File: src/rtl/lsu_pkg.sv
// Shared definitions for the load/store alignment unit: size codes, FSM states,
// lane-count limits and the byte-strobe generator.
package lsu_pkg;

  typedef enum logic [1:0] {
    SZ_BYTE  = 2'd0,
    SZ_HALF  = 2'd1,
    SZ_WORD  = 2'd2,
    SZ_DWORD = 2'd3
  } lsu_size_t;

  typedef enum logic [2:0] {
    ST_IDLE,
    ST_BEAT0,
    ST_WAIT0,
    ST_BEAT1,
    ST_WAIT1,
    ST_RESP
  } lsu_state_t;

  localparam int MAX_NB     = 8;
  localparam int MAX_LOG_NB = 3;

  // Strobes for both beats at once: the low NB bits belong to beat0 and the
  // next NB bits to beat1, so a crossing access gets its spill-over for free.
  function automatic logic [2*MAX_NB-1:0] lane_mask(input logic [1:0] size,
                                                    input logic [MAX_LOG_NB-1:0] off);
    logic [2*MAX_NB-1:0] run;
    run = (16'(1) << (4'd1 << size)) - 16'(1);
    return run << off;
  endfunction

endpackage

File: src/rtl/lsu_lane_extend.sv
// Load-data merge: joins the two bus beats, shifts the addressed bytes down to
// bit 0 and sign/zero-extends them to the full register width.
module lsu_lane_extend
  import lsu_pkg::*;
#(
  parameter int DATA_W = 32
) (
  input  logic [DATA_W-1:0]              rdata0,
  input  logic [DATA_W-1:0]              rdata1,
  input  logic [$clog2(DATA_W/8)-1:0]    off,
  input  logic [1:0]                     size,
  input  logic                           unsign,
  output logic [DATA_W-1:0]              ext
);

  logic [DATA_W-1:0] merged;
  logic              sign_bit;
  logic              fill;
  int                keep_bits;

  // Beat1 sits above beat0, so one right shift lines up both halves of a split access.
  assign merged = DATA_W'({rdata1, rdata0} >> {off, 3'b000});

  always_comb begin
    sign_bit  = 1'b0;
    fill      = 1'b0;
    keep_bits = 8;
    ext       = '0;
    case (size)
      SZ_BYTE: sign_bit = merged[7];
      SZ_HALF: sign_bit = merged[15];
      SZ_WORD: sign_bit = merged[31];
      default: sign_bit = 1'b0;
    endcase
    fill      = sign_bit & ~unsign;
    keep_bits = 32'd8 << size;
    for (int i = 0; i < DATA_W; i++) begin
      ext[i] = (i < keep_bits) ? merged[i] : fill;
    end
  end

endmodule

File: src/rtl/lsu_align_unit.sv
// Memory-stage load/store alignment engine. Define LSU_MISALIGN_SPLIT_EN to split
// bus-word-crossing accesses into two beats; otherwise misaligned accesses fault.
module lsu_align_unit
  import lsu_pkg::*;
#(
  parameter int DATA_W = 32,
  parameter int ADDR_W = 32
) (
  input  logic                i_clk,
  input  logic                i_rst,
  input  logic                i_req_valid,
  output logic                o_req_ready,
  input  logic                i_req_we,
  input  logic [1:0]          i_req_size,
  input  logic                i_req_unsign,
  input  logic [ADDR_W-1:0]   i_req_addr,
  input  logic [DATA_W-1:0]   i_req_wdata,
  output logic                o_bus_valid,
  input  logic                i_bus_ready,
  output logic                o_bus_we,
  output logic [ADDR_W-1:0]   o_bus_addr,
  output logic [DATA_W-1:0]   o_bus_wdata,
  output logic [DATA_W/8-1:0] o_bus_mask,
  input  logic                i_bus_rvalid,
  input  logic [DATA_W-1:0]   i_bus_rdata,
  output logic                o_rsp_valid,
  output logic [DATA_W-1:0]   o_rsp_rdata,
  output logic                o_rsp_err
);

  localparam int NB     = DATA_W / 8;
  localparam int LOG_NB = $clog2(NB);

  lsu_state_t          state_reg, state_next;
  logic                we_reg, unsign_reg, split_reg, err_reg;
  logic [1:0]          size_reg;
  logic [ADDR_W-1:0]   base_reg;
  logic [LOG_NB-1:0]   off_reg;
  logic [DATA_W-1:0]   wdata_reg, rdata0_reg, rdata1_reg;

  logic [LOG_NB-1:0]   req_off;
  logic                req_split, align_bad, size_bad;

  assign req_off  = i_req_addr[LOG_NB-1:0];
  assign size_bad = (DATA_W == 32) && (i_req_size == SZ_DWORD);

`ifdef LSU_MISALIGN_SPLIT_EN
  logic [4:0] req_end;
  assign req_end   = 5'(req_off) + (5'd1 << i_req_size);
  assign req_split = req_end > 5'(NB);
  assign align_bad = 1'b0;
`else
  logic [3:0] req_bytes;
  assign req_bytes = 4'd1 << i_req_size;
  assign req_split = 1'b0;
  assign align_bad = |(4'(req_off) & (req_bytes - 4'd1));
`endif

  always_ff @(posedge i_clk or posedge i_rst) begin
    if (i_rst) begin
      state_reg  <= ST_IDLE;
      we_reg     <= 1'b0;
      unsign_reg <= 1'b0;
      split_reg  <= 1'b0;
      err_reg    <= 1'b0;
      size_reg   <= 2'd0;
      base_reg   <= '0;
      off_reg    <= '0;
      wdata_reg  <= '0;
      rdata0_reg <= '0;
      rdata1_reg <= '0;
    end else begin
      state_reg <= state_next;
      if (state_reg == ST_IDLE && i_req_valid) begin
        we_reg     <= i_req_we;
        unsign_reg <= i_req_unsign;
        split_reg  <= req_split;
        err_reg    <= size_bad | align_bad;
        size_reg   <= i_req_size;
        base_reg   <= {i_req_addr[ADDR_W-1:LOG_NB], {LOG_NB{1'b0}}};
        off_reg    <= req_off;
        wdata_reg  <= i_req_wdata;
      end
      if (state_reg == ST_WAIT0 && i_bus_rvalid) rdata0_reg <= i_bus_rdata;
      if (state_reg == ST_WAIT1 && i_bus_rvalid) rdata1_reg <= i_bus_rdata;
    end
  end

  always_comb begin
    state_next = state_reg;
    case (state_reg)
      ST_IDLE:  if (i_req_valid) state_next = (size_bad | align_bad) ? ST_RESP : ST_BEAT0;
      ST_BEAT0: if (i_bus_ready) begin
                  if (!we_reg)        state_next = ST_WAIT0;
                  else if (split_reg) state_next = ST_BEAT1;
                  else                state_next = ST_RESP;
                end
      ST_WAIT0: if (i_bus_rvalid) state_next = split_reg ? ST_BEAT1 : ST_RESP;
      ST_BEAT1: if (i_bus_ready)  state_next = we_reg ? ST_RESP : ST_WAIT1;
      ST_WAIT1: if (i_bus_rvalid) state_next = ST_RESP;
      ST_RESP:  state_next = ST_IDLE;
      default:  state_next = ST_IDLE;
    endcase
  end

  logic                in_beat1;
  logic [2*NB-1:0]     mask_pair;
  logic [LOG_NB+3:0]   hi_shift;
  logic [DATA_W-1:0]   beat_wdata;
  logic [DATA_W-1:0]   load_ext;

  assign in_beat1   = (state_reg == ST_BEAT1);
  assign mask_pair  = (2*NB)'(lane_mask(size_reg, 3'(off_reg)));
  // Beat1 carries whatever spilled past the top lane of beat0.
  assign hi_shift   = (LOG_NB+4)'(DATA_W) - (LOG_NB+4)'({off_reg, 3'b000});
  assign beat_wdata = in_beat1 ? (wdata_reg >> hi_shift) : (wdata_reg << {off_reg, 3'b000});

  assign o_req_ready = (state_reg == ST_IDLE);
  assign o_bus_valid = (state_reg == ST_BEAT0) || in_beat1;
  assign o_bus_we    = o_bus_valid & we_reg;
  assign o_bus_addr  = !o_bus_valid ? '0 : (in_beat1 ? base_reg + ADDR_W'(NB) : base_reg);
  assign o_bus_wdata = o_bus_we ? beat_wdata : '0;
  assign o_bus_mask  = !o_bus_valid ? '0 : (in_beat1 ? mask_pair[2*NB-1:NB] : mask_pair[NB-1:0]);

  lsu_lane_extend #(
    .DATA_W (DATA_W)
  ) u_lane_extend (
    .rdata0 (rdata0_reg),
    .rdata1 (rdata1_reg),
    .off    (off_reg),
    .size   (size_reg),
    .unsign (unsign_reg),
    .ext    (load_ext)
  );

  assign o_rsp_valid = (state_reg == ST_RESP);
  assign o_rsp_err   = o_rsp_valid & err_reg;
  assign o_rsp_rdata = (o_rsp_valid && !we_reg && !err_reg) ? load_ext : '0;

endmodule

File: config.mk
export PLATFORM = sky130hd
export DESIGN_NAME = lsu_align_unit
export DESIGN_NICKNAME = d
export VERILOG_FILES = /design/src/rtl/lsu_pkg.sv /design/src/rtl/lsu_lane_extend.sv /design/src/rtl/lsu_align_unit.sv
export SDC_FILE = /design/constraint.sdc
export NUM_CORES = 1
export LEC_CHECK = 0
export ABC_AREA = 1
export BUFFER_PORTS_ARGS = -buffer_cell sky130_fd_sc_hd__buf_2
export CELL_PAD_IN_SITES_DETAIL_PLACEMENT = 1
export CELL_PAD_IN_SITES_GLOBAL_PLACEMENT = 1
export CORE_ASPECT_RATIO = 0.5
export CORE_MARGIN = 2
export CORE_UTILIZATION = 34
export CTS_BUF_LIST = sky130_fd_sc_hd__clkbuf_4
export DETAILED_ROUTE_END_ITERATION = 8
export PLACE_DENSITY = 0.76
export SYNTH_ARGS = -nofsm -noshare
export SYNTH_HDL_FRONTEND = slang
export SYNTH_SLANG_ARGS = --single-unit
File: constraint.sdc
create_clock -name i_clk -period 5.7 [get_ports i_clk]
set_input_delay 0 -clock i_clk [delete_from_list [all_inputs] [get_ports i_clk]]
set_output_delay 0 -clock i_clk [all_outputs]
set_load 0.01 [all_outputs]
==> metrics.yaml, run 1 <==
clock_network:
  cts_buffer_depth: 2
  post_cts_buffers: 0
  clk_pin_slew_ps: 130
  tritoncts: "built"
  cts_buffers: 17
  root_buffer: "clkbuf_4"
  cts.sinks: 128
  insertion_delay_ps: 640
  h-tree-depth: 4
routing:
  ant_nets: 0
  via_per_inst: 5.27
  routed_wl_um: 34000
  drcViolationCount: 0
  drt_pass1_iterations: 5
  drtIter0Drc: 642
  wl_per_cell_um: 18.3
  dr_total_vias: 9814
worst_setup_path:
  crit_family: "buffers and inverters"
  crit_path_frequent_cell: "buf_4"
  crit_fanout: 35
  cp.arrival_ps: 4210
  crit_slowest_cell: "inv_1"
  worstSetupEndpointType: "output pin"
  required_ps: 5700
  crit_type: "reg2out"
  startpoint_type: "register"
  rrSetupSlack_ps: 2230
  crit_chain: "inv_1 -> buf_4 -> ha_1 -> nor2_1 -> buf_4 -> clkinv_1 -> a21oi_1 -> a211oi_1 -> nor3_1 -> buf_2"
  cp_num_buf_inv: 5
  critPathMaxStageDelay_ps: 600
synthesis:
  synth_top_area_share_pct: 38.6
  syn_avg_cell_area_um2: 6.74
  ys_types: 34
  synthTopCellsByArea: "dfrtp_1 39%, o21ai_0 13%, nand2_1 13%, inv_1 6.7%, nor2_1 5.0%"
  synth_ff_type: "dfrtp_1"
  netlist_top_cells_count: "282 x nand2_1, 221 x o21ai_0, 149 x inv_1"
  async_flop_share_pct: 100
  synth_area_leader_cell: "dfrtp_1"
  synth_edf_count: 0
  ys_seq_area_share_pct: 38.6
  syn_inst: 1231
  yosysMostFrequentCell: "nand2_1"
  ys_ff_latch: 128
  ys_warn_count: 0
  netlist_area_mm2: 0.00830
pwr:
  p_sw_share_pct: 51.0
  total_power_mw: 5.63
  power_density_mw_per_mm2: 502
  p_leak_nw: 5.46
  ir_drop_mv: 0.185
  intPower_mw: 2.76
  switching_power_mw: 2.87
  power_frac_clock_pct: 13.7
  combPwrFrac_pct: 55.4
  pwr-share-seq_pct: 30.9
grt:
  grt_pass1_vias: 10389
  track_usage_pct: 26.8
  grt-ovfl-total: 0
  grt_max_degree: 93
  grt_antenna_before_repair: 1
  grt_pass1_wl_um: 54100
sta:
  skew_ps: 16.1
  rsz0062_at_grt: "false"
  layout_worst_path_cycle_share_pct: 73.8
  worstMarginPinSlew_ps: 1250
  slew_viol_final: 0
  fmax_mhz: 238
  finalSetupViolCount: 0
  fin_crit_ps: 4210
  finalHoldViolCount: 0
  slew_headroom_pct: 16.6
  timing.setup.tns_ps: 0
  worst_slack_ps: 1490
floorplanning:
  fp.dieArea_mm2: 0.0258
  die_h_um: 115
  rows: 40
  die_x_um: 225
  initial_utilization_pct: 34.6
  fp.coreArea_mm2: 0.0240
  ios: 210
place:
  place.gp.congestion: 0.883
  portBuffers: 207
  dp_worst_setup_slack_ps: 2250
  hpwl_um: 22500
hold_path:
  min_path_type: "in2async"
outcome:
  status: "finished, final reports clean"
finish:
  final_core_util_pct: 46.8
  drive_gt1_share_pct: 17.5
  fillers: 3132
  syn2layout_area_growth_pct: 35.2
  nets: 1643
flow_run:
  drv_cap: 0
==> through the flow <==
| stage | instances | instance area (um^2) | hold slack (ps) |
|---|---|---|---|
| 3_5_place_dp | 1687 | 9460 | 220 |
| 6_report | 1863 | 11200 | 111 |
| 4_1_cts | 1862 | 11200 | 66.3 |
| 5_1_grt | 1863 | 11200 | 117 |
| 2_1_floorplan | 1232 | 8310 | 108 |
| 3_3_place_gp | 1687 | 9460 | 208 |
==> routing by layer <==
layer | GRT usage [%] | part of all wire [%] | up-vias
li1 | - | - | 4652
met1 | 32.5 | 43 | 4800
met5 | 0 | 0 | -
met2 | 47.6 | 50 | 273
met3 | 4.70 | 3.9 | 89
met4 | 11.1 | 3.2 | 0
==> cells by family (layout without fill, tap and decap cells) <==
family / count (synthesis) / after routing / share of synthesized area, %
muxes: 6 / 6 / 0.814
and+or+nand+nor: 499 / 499 / 24.8
other: 1 / 3 / 0.0452
adders and majority gates: 4 / 4 / 0.603
AOI/OAI and AO/OA: 360 / 360 / 23.5
buffers and inverters: 231 / 546 / 11.5
DFF: 128 / 128 / 38.6
xor gates and xnor gates: 2 / 2 / 0.211
==> worst min-delay path, stage by stage <==
cell and delay (ps):
dlygate4sd3_1 520, buf_2 130, inv_4 650
==> final timing paths <==
path	startpoint	to	depth (start not counted)
setup / recovery	off_reg[0]$_DFFE_PP0P_	o_bus_wdata[10]	10
hold / removal	i_rst	rdata1_reg[18]$_DFFE_PP0P_	3
setup reg to reg	state_reg[1]$_DFFE_PP0P_	base_reg[12]$_DFFE_PP0P_	7
hold reg to reg	rdata1_reg[15]$_DFFE_PP0P_	rdata1_reg[15]$_DFFE_PP0P_	2
max in group asynchronous	i_rst	wdata_reg[4]$_DFFE_PP0P_	4
min in group i_clk	i_req_unsign	unsign_reg$_DFFE_PP0P_	4
==> repair_timing <==
item,4_1_cts,5_1_grt
resized for setup,0,0
endpoints found under the hold margin,196,0
hold buffers,143,0
==> cell usage in the layout (no fill, tap or decap), types with 3 or more instances in the layout <==
cell	n
nand3_1	58
mux2_2	6
buf_4	9
a21oi_1	80
clkinv_4	3
buf_2	207
bufinv_16	4
nor2_2	3
inv_1	147
inv_2	4
a221oi_1	8
nor2_1	110
dlygate4sd3_1	143
a211oi_1	28
nor2_4	3
o211ai_1	9
o21ai_0	221
clkinvlp_4	3
ha_1	4
clkbuf_4	19
nand2_1	282
nand4_1	8
nor3_1	30
a31oi_1	9
dfrtp_1	127
==> power by group through the flow <==
stage	clock network (mW)	logic [mW]	registers, mW
2_1_floorplan	0	2.06	1.58
3_5_place_dp	0	2.87	1.74
5_1_grt	0.826	3.50	1.80
6_report	0.772	3.12	1.74
4_1_cts	0.783	3.09	1.73
3_3_place_gp	0	2.78	1.72
==> area by class of cell <==
| class | count | area [um^2] | area share [%] |
|---|---|---|---|
| Antenna cell | 1 | 2.50 | 0.0223 |
| Tap cell | 315 | 394 | 3.51 |
| Clock inverter | 13 | 188 | 1.67 |
| Inverter | 154 | 581 | 5.17 |
| Clock buffer | 19 | 143 | 1.27 |
| Sequential cell | 128 | 3200 | 28.6 |
| Multi-Input combinational cell | 873 | 4160 | 37.0 |
| Timing Repair Buffer | 360 | 2550 | 22.8 |
No activity file was read; power rests on OpenSTA's default activity.
==> inputs of run 2 (changes only) <==
--- a/config.mk
+++ b/config.mk
@@ -14,7 +14,7 @@
 export CORE_UTILIZATION = 34
 export CTS_BUF_LIST = sky130_fd_sc_hd__clkbuf_4
 export DETAILED_ROUTE_END_ITERATION = 8
-export PLACE_DENSITY = 0.76
+export PLACE_DENSITY = 0.79
 export SYNTH_ARGS = -nofsm -noshare
 export SYNTH_HDL_FRONTEND = slang
 export SYNTH_SLANG_ARGS = --single-unit
==> constraint.sdc (replaced) <==
create_clock -name i_clk -period 3.7 [get_ports i_clk]
set_input_delay 0 -clock i_clk [delete_from_list [all_inputs] [get_ports i_clk]]
set_output_delay 0 -clock i_clk [all_outputs]
set_load 0.01 [all_outputs]
==> run 2 against run 1 <==
Die area is the same. First-iteration DRC count shrank 3.4%. Sequential share of layout area grew 0.44 points. Sequential cell count is the same. Clock skew grew 18 ps. Clock power grew 23%. Wire length shrank 1.4%. Critical path depth shrank 2.
==> metrics.yaml, run 2 (synthesis gave the netlist of run 1 again) <==
finish:
  drive_gt1_share_pct: 17.9
  nets: 1636
  mostFrequentLayoutCells: "282 x nand2_1, 221 x o21ai_0, 207 x buf_2"
  fin_cells: 1856
  fillers: 3140
  multi_input_area_mm2: 0.00416
  final_common_cell: "nand2_1"
  layout.area.seq_mm2: 0.00320
  syn2layout_area_growth_pct: 33.1
outcome:
  status: "finished, final reports clean"
grt:
  track_usage_pct: 26.4
  grt_max_degree: 111
  grt_pass1_vias: 10216
  grt-ovfl-total: 0
  grt_pass1_wl_um: 53100
  grt_antenna_before_repair: 1
pwr:
  power_density_mw_per_mm2: 762
  total_power_mw: 8.42
  p_leak_nw: 5.42
  ir_drop_mv: 0.358
place:
  hpwl_um: 22700
  portBuffers: 207
  place.gp.congestion: 0.859
  place_inst: 1694
routing:
  ant_nets: 0
  dr_total_vias: 9719
  drcViolationCount: 0
  wl_per_cell_um: 18.1
  routed_wl_um: 33500
  drt_pass1_iterations: 5
  via_per_inst: 5.24
  drtIter0Drc: 620
sta:
  skew_ps: 34.2
  finalSetupViolCount: 0
  worstMarginPinSlew_ps: 1060
  slew_viol_final: 0
  slew_headroom_pct: 29.5
  fmax_mhz: 304
  layout_worst_path_cycle_share_pct: 88.9
  fin_crit_ps: 3290
  rsz0062_at_grt: "false"
  finalHoldViolCount: 0
  timing.setup.tns_ps: 0
flow_run:
  drv_cap: 0
floorplanning:
  initial_utilization_pct: 34.6
  die_h_um: 115
  ios: 210
  rows: 40
  fp.dieArea_mm2: 0.0258
  fp.coreArea_mm2: 0.0240
  die_x_um: 225
hold_path:
  min_path_type: "in2reg"
worst_setup_path:
  worstSetupEndpointType: "output pin"
  crit_type: "reg2out"
  crit_fanout: 34
  required_ps: 3700
  cp.arrival_ps: 3290
  startpoint_type: "register"
clock_network:
  root_buffer: "clkbuf_4"
  tritoncts: "built"
  cts_buffer_depth: 2
  post_cts_buffers: 0
  h-tree-depth: 4
  clk_pin_slew_ps: 150
  cts_buffers: 17
  insertion_delay_ps: 640
  cts.sinks: 128
run 2: cell types whose count changed in the layout (fill, tap and decap cells not counted), sizes merged:
cell,previous run,this run
buf,217,224
bufinv,4,1
clkbuf,19,17
clkinv,7,10
clkinvlp,3,4
dlygate4sd3,143,129
inv,153,154
run 2: timing repair:
action                                  CTS  global route
hold buffers                            129             0
hold endpoints to repair                199             0
endpoints found under the setup margin    0             0
gates resized for setup                   0             0
run 2: power breakdown:
group	internal, mW	switching (mW)
Sequential	2.05	0.588
Combinational	1.64	3.19
Clock	0.325	0.626
run 2: worst max-delay path: stages (launching register included):
cell	delay, ps
dfrtp_1	720
nand3_4	460
inv_2	590
nand2_1	190
nor2_1	200
nand3_1	110
o21ai_0	170
a21oi_1	60
buf_2	140
run 2: layer usage:
metal	wire, um	global-route usage [%]	up-vias	part of all wire (%)
met5	0	0	-	0
met4	906	8.83	0	2.7
met3	1410	5.57	69	4.2
met2	16800	46.7	251	50
met1	14400	32.2	4765	43
li1	-	-	4634	-
run 2: through the flow:
stage | hold WS [ps] | util (%) | setup slack (ps) | cell area, um^2
3_5_place_dp | 217 | 39.7 | 1080 | 9510
6_report | 119 | 46.1 | 410 | 11100
4_1_cts | 69.3 | 46.1 | 379 | 11000
5_1_grt | 90.3 | 46.1 | 70.7 | 11100
2_1_floorplan | 108 | - | 287 | 8310
3_3_place_gp | 208 | 39.7 | 1190 | 9510
run 2: layout make-up:
| class | count | share of cell area [%] |
|---|---|---|
| Antenna cell | 1 | 0.0226 |
| Clock buffer | 17 | 1.15 |
| Clock inverter | 15 | 1.08 |
| Inverter | 154 | 5.25 |
| Multi-Input combinational cell | 873 | 37.6 |
| Sequential cell | 128 | 29.0 |
| Tap cell | 315 | 3.57 |
| Timing Repair Buffer | 353 | 22.3 |
run 2: path summary, 6_finish.rpt:
path                                       startpoint                         end  slack, ps  cells after the start
setup / recovery             state_reg[1]$_DFFE_PP0P_               o_bus_addr[7]        410                      8
hold / removal                           i_req_unsign      unsign_reg$_DFFE_PP0P_        120                      4
setup reg to reg             state_reg[1]$_DFFE_PP0P_    base_reg[21]$_DFFE_PP0P_        430                      7
hold reg to reg            rdata1_reg[10]$_DFFE_PP0P_  rdata1_reg[10]$_DFFE_PP0P_        500                      2
max in group asynchronous                       i_rst    base_reg[24]$_DFFE_PP0P_       2550                      4
min in group asynchronous                       i_rst  rdata0_reg[31]$_DFFE_PP0P_        130                      3
==> inputs of run 3 (changes only) <==
--- a/config.mk
+++ b/config.mk
@@ -7,6 +7,7 @@
 export LEC_CHECK = 0
 export ABC_AREA = 1
 export BUFFER_PORTS_ARGS = -buffer_cell sky130_fd_sc_hd__buf_2
+export CAP_MARGIN = 20
 export CELL_PAD_IN_SITES_DETAIL_PLACEMENT = 1
 export CELL_PAD_IN_SITES_GLOBAL_PLACEMENT = 1
 export CORE_ASPECT_RATIO = 0.5
@@ -15,6 +16,7 @@
 export CTS_BUF_LIST = sky130_fd_sc_hd__clkbuf_4
 export DETAILED_ROUTE_END_ITERATION = 8
 export PLACE_DENSITY = 0.79
+export SETUP_SLACK_MARGIN = 0.5
 export SYNTH_ARGS = -nofsm -noshare
 export SYNTH_HDL_FRONTEND = slang
 export SYNTH_SLANG_ARGS = --single-unit
==> run 3 against run 2 <==
First-iteration DRC count up 9.5%. Setup slack better by 330 ps. Combinational power up 0.8%. Clock-buffer cell count unchanged. Critical endpoint is now o_bus_addr[8]. Die area unchanged. Sequential power up 2%.
==> metrics.yaml, run 3 (synthesis gave the netlist of run 1 again) <==
sta:
  fin_crit_ps: 2960
  layout_worst_path_cycle_share_pct: 80.0
  finalHoldViolCount: 0
  rsz0062_at_grt: "false"
  timing.setup.tns_ps: 0
  finalSetupViolCount: 0
  slew_headroom_pct: 43.8
  worstMarginPinSlew_ps: 841
  slew_viol_final: 0
  fmax_mhz: 338
  skew_ps: 25.6
grt:
  grt_pass1_vias: 10298
  top_usage_layer: "met2"
  track_usage_pct: 26.5
  grt_pass1_wl_um: 53600
  grt_use_met1_pct: 32.5
  grt_antenna_before_repair: 1
  use_met2_pct: 46.5
  grt_max_degree: 129
  grt-ovfl-total: 0
  grtUsageMet3_pct: 5.34
worst_setup_path:
  r2r-start: "state_reg[1]$_DFFE_PP0P_"
  cp_num_buf_inv: 2
  crit_type: "reg2out"
  critPathMaxStageDelay_ps: 680
  cp.depth: 5
  cp.arrival_ps: 2960
  worstSetupEndpointType: "output pin"
  rr_worst_depth: 8
  startpoint_type: "register"
  crit_family: "buffers and inverters"
  crit_start: "state_reg[0]$_DFFE_PP0P_"
  crit_slowest_cell: "nand2_1"
  crit_fanout: 20
  required_ps: 3700
  crit_chain: "nand2_1 -> clkinvlp_4 -> o21ai_0 -> a21oi_1 -> buf_2"
  timing.rr.end: "base_reg[25]$_DFFE_PP0P_"
  rrSetupSlack_ps: 800
clock_network:
  cts_buffer_depth: 2
  root_buffer: "clkbuf_4"
  cts.sinks: 128
  h-tree-depth: 4
  cts_buffers: 17
  tritoncts: "built"
  clk_pin_slew_ps: 130
  insertion_delay_ps: 640
floorplanning:
  rows: 40
  fp.dieArea_mm2: 0.0258
  ios: 210
  fp.coreArea_mm2: 0.0240
  die_x_um: 225
  initial_utilization_pct: 34.6
  die_h_um: 115
routing:
  routed_wl_um: 33900
  drcViolationCount: 0
  drtIter0Drc: 679
  wl_per_cell_um: 18.2
  via_per_inst: 5.28
  ant_nets: 0
  drt_pass1_iterations: 5
  dr_total_vias: 9844
hold_path:
  min_path_type: "in2async"
pwr:
  total_power_mw: 8.71
  power_density_mw_per_mm2: 776
  p_leak_nw: 5.46
  ir_drop_mv: 0.352
finish:
  final_common_cell: "nand2_1"
  drive_gt1_share_pct: 18.5
  nets: 1643
  mostFrequentLayoutCells: "282 x nand2_1, 221 x o21ai_0, 207 x buf_2"
  syn2layout_area_growth_pct: 35.1
outcome:
  status: "finished, final reports clean"
place:
  portBuffers: 207
  place.gp.congestion: 0.859
  hpwl_um: 22600
flow_run:
  drv_cap: 0
[run 3: what timing repair did]
action / CTS / global route
endpoints found under the setup margin: 14 / 52
hold buffers: 130 / 0
endpoints found under the hold margin: 256 / 0
buffers inserted: 1 / 7
cloned: 1 / 0
gates resized for setup: 2 / 5
pin swaps: 1 / 2
[run 3: worst max-delay path by stage]
stage / endpoint
2_1_floorplan: o_bus_wdata[23]
6_report: o_bus_addr[8]
3_5_place_dp: o_bus_wdata[9]
4_1_cts: o_bus_addr[25]
3_3_place_gp: o_bus_wdata[9]
5_1_grt: o_bus_addr[25]
[run 3: layout make-up]
cell class,instances,area [um^2]
sequential,128,3210
fill,3143,12800
tap,315,394
clock buffer,17,128
multi-input combinational,874,4170
timing repair buffer,359,2550
inverter,154,589
antenna,1,2.50
clock inverter,15,183
[run 3: tightest hold or removal path, delay by kind of cell]
| kind | cells | cell delay (ps) |
|---|---|---|
| buf+inv | 4 | 1180 |
[run 3: power by group]
group | internal (mW) | switching, mW | leakage [nW]
registers | 2.05 | 0.654 | 1.57
logic | 1.66 | 3.20 | 3.73
clock network | 0.476 | 0.663 | 0.157
total | 4.19 | 4.52 | 5.46
[run 3: layer usage]
| layer | wire length [um] | up-vias |
|---|---|---|
| li1 | - | 4649 |
| met1 | 14700 | 4851 |
| met2 | 16800 | 278 |
| met3 | 1480 | 66 |
| met4 | 863 | 0 |
| met5 | 0 | - |
[run 3: per-stage QoR]
step	utilization (%)	instances	hold slack [ps]	setup slack, ps	instance area [um^2]
floorplan	-	1232	108	1440	8310
finish	46.8	1863	73.2	739	11200
CTS	46.5	1855	71.1	520	11200
detailed placement	39.7	1691	213	1060	9520
global route	46.8	1863	87.1	542	11200
global placement	39.7	1691	208	1180	9520
